[src/rtl/div_ctrl.sv]
// rtl/div_ctrl.sv - sequencing controller for the 32-cycle iterative divide engine; owns HI/LO.
module div_ctrl (
  input  logic        clock,
  input  logic        reset_n,
  input  logic        op_valid,
  input  logic [1:0]  op_code,
  input  logic [31:0] rs_val,
  input  logic [31:0] rt_val,
  input  logic        flush,
  output logic        stall,
  output logic [31:0] hi,
  output logic [31:0] lo,
  output logic        err,
  output logic        dv_start,
  output logic        dv_signed,
  output logic [31:0] dv_dividend,
  output logic [31:0] dv_divisor,
  input  logic        dv_busy,
  input  logic [31:0] dv_q,
  input  logic [31:0] dv_r
);

  typedef enum logic [2:0] {IDLE, START, BUSY, SETTLE, WRITE} state_t;

  state_t     state, state_nx;
  logic [5:0] cnt;
  logic       drop, eng_wait, timeout;
  logic       accept, is_div, zero_div, ovf, eng_op, do_write;

  assign accept   = op_valid && (state == IDLE) && !flush;
  assign is_div   = !op_code[1];
  assign zero_div = (rt_val == 32'd0);
  assign ovf      = (op_code == 2'b00) && (rs_val == 32'h8000_0000) && (rt_val == 32'hFFFF_FFFF);
  assign eng_op   = is_div && !zero_div && !ovf;
  assign do_write = (state == WRITE) && !drop && !flush;
  assign stall    = (state != IDLE);
  // After a busy timeout the engine may still be running; hold start low until it goes idle.
  assign dv_start = (state == START) && !eng_wait;

  always_comb begin
    state_nx = state;
    timeout  = 1'b0;
    case (state)
      IDLE:    if (accept && eng_op) state_nx = START;
      START: begin
        if (!eng_wait && dv_busy) begin
          state_nx = BUSY;
        end else if (cnt == 6'd3) begin
          state_nx = IDLE;
          timeout  = 1'b1;
        end
      end
      BUSY: begin
        if (!dv_busy) begin
          state_nx = SETTLE;
        end else if (cnt == 6'd63) begin
          state_nx = IDLE;
          timeout  = 1'b1;
        end
      end
      SETTLE:  state_nx = WRITE;
      WRITE:   state_nx = IDLE;
      default: state_nx = IDLE;
    endcase
  end

  always_ff @(posedge clock or negedge reset_n) begin
    if (!reset_n) begin
      state    <= IDLE;
      cnt      <= 6'd0;
      drop     <= 1'b0;
      eng_wait <= 1'b0;
      err      <= 1'b0;
    end else begin
      state <= state_nx;
      if ((state_nx != state) || (eng_wait && !dv_busy)) begin
        cnt <= 6'd0;
      end else if (cnt != 6'd63) begin
        cnt <= cnt + 6'd1;
      end
      if (accept) begin
        drop <= 1'b0;
      end else if ((state != IDLE) && flush) begin
        drop <= 1'b1;
      end
      if ((state == BUSY) && timeout) begin
        eng_wait <= 1'b1;
      end else if (!dv_busy) begin
        eng_wait <= 1'b0;
      end
      if (timeout) err <= 1'b1;
    end
  end

  always_ff @(posedge clock or negedge reset_n) begin
    if (!reset_n) begin
      hi          <= 32'd0;
      lo          <= 32'd0;
      dv_signed   <= 1'b0;
      dv_dividend <= 32'd0;
      dv_divisor  <= 32'd0;
    end else if (accept) begin
      case (op_code)
        2'b10: hi <= rs_val;
        2'b11: lo <= rs_val;
        default: begin
          if (zero_div) begin
            lo <= 32'hFFFF_FFFF;
            hi <= rs_val;
          end else if (ovf) begin
            lo <= 32'h8000_0000;
            hi <= 32'd0;
          end else begin
            dv_dividend <= rs_val;
            dv_divisor  <= rt_val;
            dv_signed   <= (op_code == 2'b00);
          end
        end
      endcase
    end else if (do_write) begin
      lo <= dv_q;
      hi <= dv_r;
    end
  end

endmodule

[config.mk]
export PLATFORM = sky130hd
export DESIGN_NAME = div_ctrl
export DESIGN_NICKNAME = d
export VERILOG_FILES = /design/src/rtl/div_ctrl.sv
export SDC_FILE = /design/constraint.sdc
export NUM_CORES = 1
export LEC_CHECK = 0
export ABC_AREA = 1
export CORE_MARGIN = 4
export CORE_UTILIZATION = 47
export CTS_CLUSTER_SIZE = 10
export DETAILED_ROUTE_END_ITERATION = 8
export GPL_TIMING_DRIVEN = 0
export PLACE_DENSITY = 0.83
export SYNTH_ARGS = -nofsm -noshare
export SYNTH_HDL_FRONTEND = slang
export SYNTH_SLANG_ARGS = --single-unit
[constraint.sdc]
create_clock -name clock -period 2.87 [get_ports clock]
set_input_delay 0.574 -clock clock [delete_from_list [all_inputs] [get_ports clock]]
set_output_delay 0.574 -clock clock [all_outputs]
set_load 0.01 [all_outputs]
=== Yosys cells after proc, flatten, opt, wreduce, memory -nomap -nowiden ===
Cells that the tools add are included.

* Logic and storage cells: 91
* Memories: 0
* Output and inout bits: 132
* Input port bits: 135
* Bits in read-only memories: 0
* Bits in latches: 0
* Flip-flop bits (word level): 141
* Bits in writable memories: 0

* Shift operators: 0
* Bitwise gates (word level): 3
* Reduce and logical (&&, ||, !) cells: 33
* Multiplexer cells: 27
* Order comparisons: 0
* Add/sub/neg operators: 1
* Divide/modulo/power cells: 0
* Equality and inequality tests: 17
* Multipliers: 0

{| class="wikitable"
|+ Operator list
! cell !! count
|-
| two-way mux 32 bit || 8
|-
| case mux 32 bit (2 select lines) || 2
|-
| == test 32 bit (second input constant) || 2
|-
| zero test 32 bit || 1
|-
| two-way mux 3 bit || 5
|-
| logical AND 1 bit || 14
|-
| two-way mux 6 bit || 2
|-
| case mux 3 bit (4 select lines) || 1
|-
| two-way mux 1 bit || 8
|-
| inequality test 4 x 1 -> 1 bit (second input constant) || 2
|-
| zero test 1 bit || 7
|-
| adder 6 x 1 -> 6 bit (second input constant) || 1
|-
| == test 3 x 2 -> 1 bit (second input constant) || 2
|-
| == test 6 x 2 -> 1 bit (second input constant) || 1
|-
| == test 6 bit (second input constant) || 1
|-
| inequality test 6 bit (second input constant) || 1
|-
| AND reduction 3 bit || 2
|-
| nonzero test 2 bit || 3
|-
| == test 2 bit (second input constant) || 2
|-
| inequality test 2 bit (second input constant) || 2
|-
| AND reduction 4 bit || 1
|-
| == test 3 x 1 -> 1 bit (second input constant) || 1
|-
| == test 3 bit (second input constant) || 1
|-
| zero test 3 bit || 1
|-
| 8 further kinds || 10
|}

=== Logic depth before layout (Yosys ltp) ===
Gate-level depths: netlist (run 1).

* Depth in word-level cells: 11
* Gate-level depth with buffers: 13
* Gate-level depth less buffers: 12

=== Least setup slack after synthesis (run 1) ===
No wires, ideal clock.

* Path type: input -> register
* From: input port rt_val[8]
* To: register hi[0]
* Cell stages on the path: 11
* Data arrival time: 1601 ps
* Required time: 2749 ps
* Setup time: 121 ps
* Path buffers: 1
* Path slack: 1148 ps
* Path through: nor2_1 nand2_1 nor2_1 nand2_1 nor2_2 nor2_2 nand3b_1 nand3_4 buf_4 nand2_1 o21ai_1

* Cells in the longest elaborated chain, start to end: 4
* Elaborated cells on any way between the ends: 8
* Classes of those cells: eq/ne: 2; mux: 3; reduce/logical: 3

{| class="wikitable"
|+ RTL lines
! element !! line !! source
|-
| start, declared || 8 || <nowiki>input logic [31:0] rt_val,</nowiki>
|-
| == test 32 bit or zero test 32 bit (tied branches) || 33, 32 ||
|-
| logical AND 1 bit or two-way mux 32 bit (tied branches) || 33, 107 ||
|-
| inequality test 4 x 1 -> 1 bit (no source line) or case mux 32 bit (2 select lines) (tied branches) || -- ||
|-
| AND reduction 3 bit (no source line) or two-way mux 32 bit (tied branches) || -- ||
|-
| end signal, assigned || 104 || <nowiki>2'b10: hi <= rs_val;</nowiki>
|-
| end signal, assigned || 109 || <nowiki>hi <= rs_val;</nowiki>
|-
| end signal, assigned || 122 || <nowiki>hi <= dv_r;</nowiki>
|-
| end, declared || 11 || <nowiki>output logic [31:0] hi,</nowiki>
|}

Parallel ways exist; a longest one is shown, timed or not.
A chain may end at the register's enable or synchronous reset.

=== Worst setup path after layout (run 1) ===
* From: register state[1]
* To: output port dv_start

* Cells in the longest elaborated chain, start to end: 2

{| class="wikitable"
|+ RTL lines
! element !! line !! source
|-
| start, declared || 25 || <nowiki>state_t state, state_nx;</nowiki>
|-
| start signal, assigned || 75 || <nowiki>state <= state_nx;</nowiki>
|-
| == test 3 x 1 -> 1 bit || 38 || <nowiki>assign dv_start = (state == START) && !eng_wait;</nowiki>
|-
| logical AND 1 bit || 38 ||
|-
| end, declared || 14 || <nowiki>output logic dv_start,</nowiki>
|}

Every way passes these cells.

==> results.py, run 1 <==
metrics = {
    "timing": {
        "rsz0062_at_grt": "false",
        "fmax_mhz": 410,
        "slew_violations": 0,
        "worst_slew_pin_slew_ns": 0.679,
        "period_minus_slack_ns": 2.44,
        "period_share_pct": 85.0,
        "slew_headroom_pct": 54.7,
        "setup_tns_ns": 0,
        "hold_violations": 0,
        "holdWs_ns": 0.148,
        "fin_worst_skew_ns": 0.00410,
        "layout_setup_ws_ns": 0.429,
        "setup_viol": 0,
    },
    "power": {
        "p_leak_nw": 4.71,
        "irDropWorstVdd_mv": 0.541,
        "power_density_nw_per_um2": 961,
    },
    "cts": {
        "cts_num_sinks": 141,
        "cts.clk_slew.worst_paths_ns": 0.06,
        "post_cts_buffers": 0,
        "cts_root_buffer": "clkbuf_16",
        "insertion_delay_ns": 0.42,
        "numCtsBuffers": 17,
        "ctsHoldBuffers": 0,
        "ctsResizeCount": 0,
        "cts_htree_levels": 4,
        "cts_tree": "done",
        "cts_buffer_depth": 2,
    },
    "setup_path": {
        "worst_ep_arrival_time_ns": 1.87,
        "cp-end-kind": "primary output",
        "path_buf_inv": 2,
        "required_ns": 2.30,
        "cp_max_fo": 7,
        "cp_cell_sequence": "inv_1, nand3_1, nor2_1, clkdlybuf4s50_1",
        "max_stage_delay_ns": 0.56,
        "criticalPathCategory": "reg -> out",
        "worst_setup_path_start_kind": "flip-flop",
        "critPathTopFamily": "buffers and inverters",
        "slowest_stage": "clkdlybuf4s50_1",
    },
    "synth": {
        "synth.most_common_cell": "nand2_1",
        "ys_warn_count": 0,
        "ys_seq_area_share_pct": 53.5,
        "netlist_area_um2": 6590,
        "synthArstFlopShare_pct": 100,
        "ys_types": 30,
        "synthCells": 810,
        "ys_ff_latch": 141,
        "yosysTopAreaCell": "dfrtp_1",
        "synth_common_cells": "nand2_1 (208), dfrtp_1 (141), o21ai_0 (96)",
        "synth_top_area_share_pct": 53.5,
        "synth_edf_count": 0,
        "postSynthAreaPerCell_um2": 8.14,
        "ys_top_cells_by_area": "dfrtp_1 (54%), nand2_1 (12%), o21ai_0 (7.3%), nor2_1 (5.4%), o21ai_1 (5.2%)",
        "ys.flop_type": "dfrtp_1",
        "synth_nets": 946,
    },
    "die": {
        "core_region_area_um2": 13800,
        "ios": 267,
        "std_cell_rows": 43,
        "die_h_um": 126,
        "dieArea_um2": 16000,
        "start_util_pct": 47.7,
        "die_x_um": 126,
    },
    "flow_run": {
        "drv_cap": 0,
    },
    "place": {
        "dp_hpwl_um": 17100,
        "port-buffer-count": 266,
        "gp_congestion": 0.851,
        "pre_cts_ws_ns": 0.146,
        "dp.cells": 1257,
        "placed_area_um2": 9510,
    },
    "layout": {
        "layout.cells.non_filler": 1288,
        "area_growth_pct": 52.9,
        "drive_above_1_share_pct": 6.41,
        "nets": 1232,
        "nFillCells": 1050,
        "final_cell_area_um2": 10100,
        "diodes": 0,
    },
    "detailed_routing": {
        "num_vias": 6728,
        "drtIter0Drc": 639,
        "drc": 0,
        "routedWlPerCell_um": 17.6,
        "postRouteAntennaNets": 0,
        "firstDrtPassIters": 5,
        "via_per_inst": 5.22,
        "wirelength_um": 22700,
    },
    "min_path": {
        "hp-class": "in -> async",
    },
    "global_routing": {
        "antenna_found_initial": 0,
        "grt_pass1_wl_um": 35200,
        "grt-ovfl-total": 0,
        "grt_start_max_net_pins": 74,
        "grt.total_usage_pct": 28.2,
        "first_global_vias": 6599,
    },
    "outcome": {
        "outcome": "finished clean",
    },
}
## per-layer routing
layer / global-route usage [%] / part of all wire [%] / up-vias
met4: 11.5 / 3.4 / 0
met2: 46.2 / 49 / 303
met3: 5.31 / 7.3 / 50
li1: - / - / 3185
met5: 0 / 0 / -
met1: 37.1 / 40 / 3190
## path summary, 6_finish.rpt
kind,startpoint,to,slack [ns],cells after the start
min,reset_n,hi[18],0.15,1
max in group asynchronous,reset_n,dv_dividend[1],1.94,2
max reg2reg,state[0],lo[13],0.89,8
min reg2reg,dv_dividend[18],dv_dividend[18],0.48,2
max,state[1],dv_start,0.43,4
min in group clock,dv_dividend[18],dv_dividend[18],0.48,2
## worst register-to-register path, cell delays in order, from the launching register on
cell and delay (ns):
dfrtp_1 0.40, inv_1 0.15, nand4_2 0.21, inv_2 0.15, nand3_2 0.21, clkbuf_1 0.29
o21ai_0 0.28, nor2_1 0.09, o21ai_1 0.13
## cell families after synthesis
kind of cell / after synthesis / synth area share (%)
simple gates: 336 / 20.7
flops: 141 / 53.5
fa+ha+maj: 1 / 0.190
xor+xnor: 2 / 0.266
buf+inv: 129 / 8.69
compound gates: 200 / 16.5
mux: 1 / 0.152
## state kept, by name, summed over array words and instances (netlist names)
name,flops
err,1
dv_divisor,32
cnt,6
lo,32
dv_signed,1
dv_dividend,32
drop,1
eng_wait,1
hi,32
state,3
## power breakdown
part	switching [mW]	total, mW	leakage [nW]	internal (mW)
Sequential	0.497	3.38	1.78	2.89
Combinational	1.94	4.16	2.65	2.22
Clock	0.806	2.14	0.280	1.34
Total	3.25	9.69	4.71	6.44
## area by class of cell
class / instances / area (µm²) / share of cell area [%]
flip-flops and latches: 141 / 3530 / 35.0
repair buffers: 267 / 2690 / 26.7
multi-input cells: 540 / 2490 / 24.7
clock buffers: 24 / 482 / 4.78
inverters: 87 / 327 / 3.24
plain buffers: 42 / 246 / 2.45
well taps: 180 / 225 / 2.23
clock inverters: 7 / 87.6 / 0.869
## cell usage in the layout (no fill, tap or decap), types with 6 or more instances in the layout
master           Yosys  final
clkdlybuf4s50_1      0    265
clkbuf_1            12     16
clkbuf_16            0     17
a22oi_1             32     32
nand2_1            208    208
buf_6                5      6
buf_2               14     14
nor2_1              94     94
dfrtp_1            141    141
buf_4                9      9
nand3_1             11     11
o21ai_0             96     96
o21ai_1             69     69
inv_1               84     84
## per-stage QoR
step                      utilization, %  total power, mW
after floorplan                        -             5.04
after global placement              68.6             7.47
after detailed placement            68.8             7.57
after CTS                           72.9             9.74
after global routing                72.9             10.3
final                               72.9             9.69
(Power assumes the default switching activity.)
==> run 2: changes to the inputs <==
Settings changed: CTS_CLUSTER_SIZE 10 to 30, REMOVE_ABC_BUFFERS from default to 1.
==> run 2 against run 1 <==
Against the previous run:
- flip-flop and latch count is the same
- final area increased by 0.73%
- first-iteration DRC count shrank 6.6%
- via count shrank 1.9%
- die area is the same
- hold slack better by 0.027 ns
- worst setup slack got worse by 0.32 ns
==> results.py, run 2 (same netlist as run 1, synthesis figures left out) <==
metrics = {
    "outcome": {
        "outcome": "finished clean",
    },
    "power": {
        "swShare_pct": 32.9,
        "irDropWorstVdd_mv": 0.514,
        "pwr-share-seq_pct": 33.4,
        "power_density_nw_per_um2": 990,
        "p_leak_nw": 4.67,
        "pwr-share-comb_pct": 41.7,
        "switching_power_mw": 3.31,
        "clockPowerShare_pct": 24.9,
        "power.internal_mw": 6.74,
    },
    "timing": {
        "slew_violations": 0,
        "period_minus_slack_ns": 2.76,
        "setup_viol": 0,
        "fmax_mhz": 362,
        "worst_slew_pin_slew_ns": 1.01,
        "setup_tns_ns": 0,
        "hold_violations": 0,
        "layout_setup_ws_ns": 0.106,
        "rsz0062_at_grt": "true",
        "fin_worst_skew_ns": 0.00761,
        "period_share_pct": 96.3,
        "slew_headroom_pct": 32.3,
    },
    "layout": {
        "final_cell_area_um2": 10200,
        "drive_above_1_share_pct": 5.58,
        "area_growth_pct": 54.0,
        "diodes": 0,
        "final_cell_mix": "clkdlybuf4s50_1 (265), nand2_1 (208), dfrtp_1 (141)",
        "final_common_cell": "clkdlybuf4s50_1",
        "nets": 1200,
    },
    "die": {
        "dieArea_um2": 16000,
        "die_x_um": 126,
        "ios": 267,
        "std_cell_rows": 43,
        "core_region_area_um2": 13800,
        "die_h_um": 126,
        "start_util_pct": 47.7,
    },
    "setup_path": {
        "cp-end-kind": "flip-flop",
        "worst_ep_arrival_time_ns": 3.10,
        "max_stage_delay_ns": 0.47,
        "path_buf_inv": 2,
        "worst_setup_path_start_kind": "input pin",
        "cp_max_fo": 18,
        "cp_cell_sequence": "clkdlybuf4s50_1, nor2_1, nand4_4, inv_2, nand3_2, nand3_4, nand2_1, o21ai_1",
        "required_ns": 3.20,
        "critPathTopFamily": "simple AND/OR/NAND/NOR gates",
        "criticalPathCategory": "in -> reg",
        "slowest_stage": "nand3_2",
    },
    "min_path": {
        "hp-class": "in -> async",
    },
    "cts": {
        "cts_htree_levels": 4,
        "cts_root_buffer": "clkbuf_16",
        "cts_num_sinks": 141,
        "cts_buffer_depth": 2,
        "cts_tree": "done",
        "insertion_delay_ns": 0.42,
        "cts.clk_slew.worst_paths_ns": 0.06,
        "numCtsBuffers": 17,
    },
    "global_routing": {
        "grt-ovfl-total": 0,
        "first_global_vias": 6397,
        "grt_start_max_net_pins": 75,
        "grt.total_usage_pct": 26.8,
        "grt_pass1_wl_um": 34000,
        "antenna_found_initial": 1,
    },
    "flow_run": {
        "drv_cap": 0,
    },
    "place": {
        "dp_hpwl_um": 14300,
        "port-buffer-count": 266,
        "placed_area_um2": 9350,
        "pre_cts_ws_ns": -0.926,
        "gp_congestion": 0.820,
    },
    "detailed_routing": {
        "postRouteAntennaNets": 0,
        "wirelength_um": 23100,
        "routedWlPerCell_um": 18.4,
        "drc": 0,
        "firstDrtPassIters": 5,
        "num_vias": 6597,
        "via_per_inst": 5.25,
        "drtIter0Drc": 597,
    },
}
==> run 2: cell count changes in the layout (fill, tap and decap cells not counted), sizes merged <==
cell    before  now
nand3       16   23
bufinv       2    6
clkinv       4    5
buf         32    5
clkbuf      36   19
==> run 2: final cells by class <==
class | count | area, µm²
multi-input cells | 547 | 2650
well taps | 180 | 225
clock inverters | 12 | 216
clock buffers | 19 | 453
flip-flops and latches | 141 | 3530
inverters | 87 | 327
fillers | 1017 | 3670
repair buffers | 270 | 2750
==> run 2: per-layer routing <==
metal / vias to the layer above / track usage [%] / wire, µm
met4: 2 / 10.3 / 641
li1: 3148 / - / -
met2: 279 / 44.1 / 11300
met3: 48 / 6.78 / 1680
met1: 3120 / 34.3 / 9430
met5: - / 0 / 13
==> run 2: worst register-to-register path, cell delays in order (launching register included) <==
cell     delay [ns]
dfrtp_1        0.41
inv_1          0.19
nand4_4        0.41
inv_2          0.34
nand3_2        0.48
nand3_4        0.45
nand2_1        0.08
o21ai_1        0.09
==> run 2: power groups by stage <==
stage / clock network [mW] / logic (mW) / registers, mW
floorplan: 0 / 1.18 / 3.77
global placement: 0 / 3.98 / 3.34
detailed placement: 0 / 4.09 / 3.37
CTS: 2.53 / 4.16 / 3.36
global route: 2.60 / 4.54 / 3.47
finish: 2.50 / 4.19 / 3.36
==> run 2: path summary, 6_finish.rpt <==
path | endpoint | depth (start not counted) | start | slack (ns)
max in group asynchronous | cnt[5] | 2 | reset_n | 1.88
worst max register to register | hi[25] | 7 | state[0] | 0.36
worst min register to register | dv_dividend[9] | 2 | dv_dividend[9] | 0.48
worst min-delay path | dv_dividend[13] | 1 | reset_n | 0.18
min in group clock | dv_dividend[9] | 2 | dv_dividend[9] | 0.48
worst max-delay path | hi[25] | 8 | flush | 0.11
==> run 2: timing repair <==
item / CTS / global route
buffers inserted: 0 / 1
pin swaps: 1 / 4
hold buffers: 0 / 0
gates cloned: 2 / 5
gates resized for setup: 5 / 4
setup endpoints to repair: 64 / 75
==> run 2: per-stage QoR <==
stage,hold WS (ns),power [mW],utilization [%],std cells
6_report,0.175,10.1,73.4,1256
5_1_grt,0.214,10.6,73.4,1256
4_1_cts,0.189,10.0,72.8,1250
3_5_place_dp,0.472,7.46,67.6,1217
3_3_place_gp,0.464,7.33,66.8,1214
2_1_floorplan,0.278,4.96,-,768
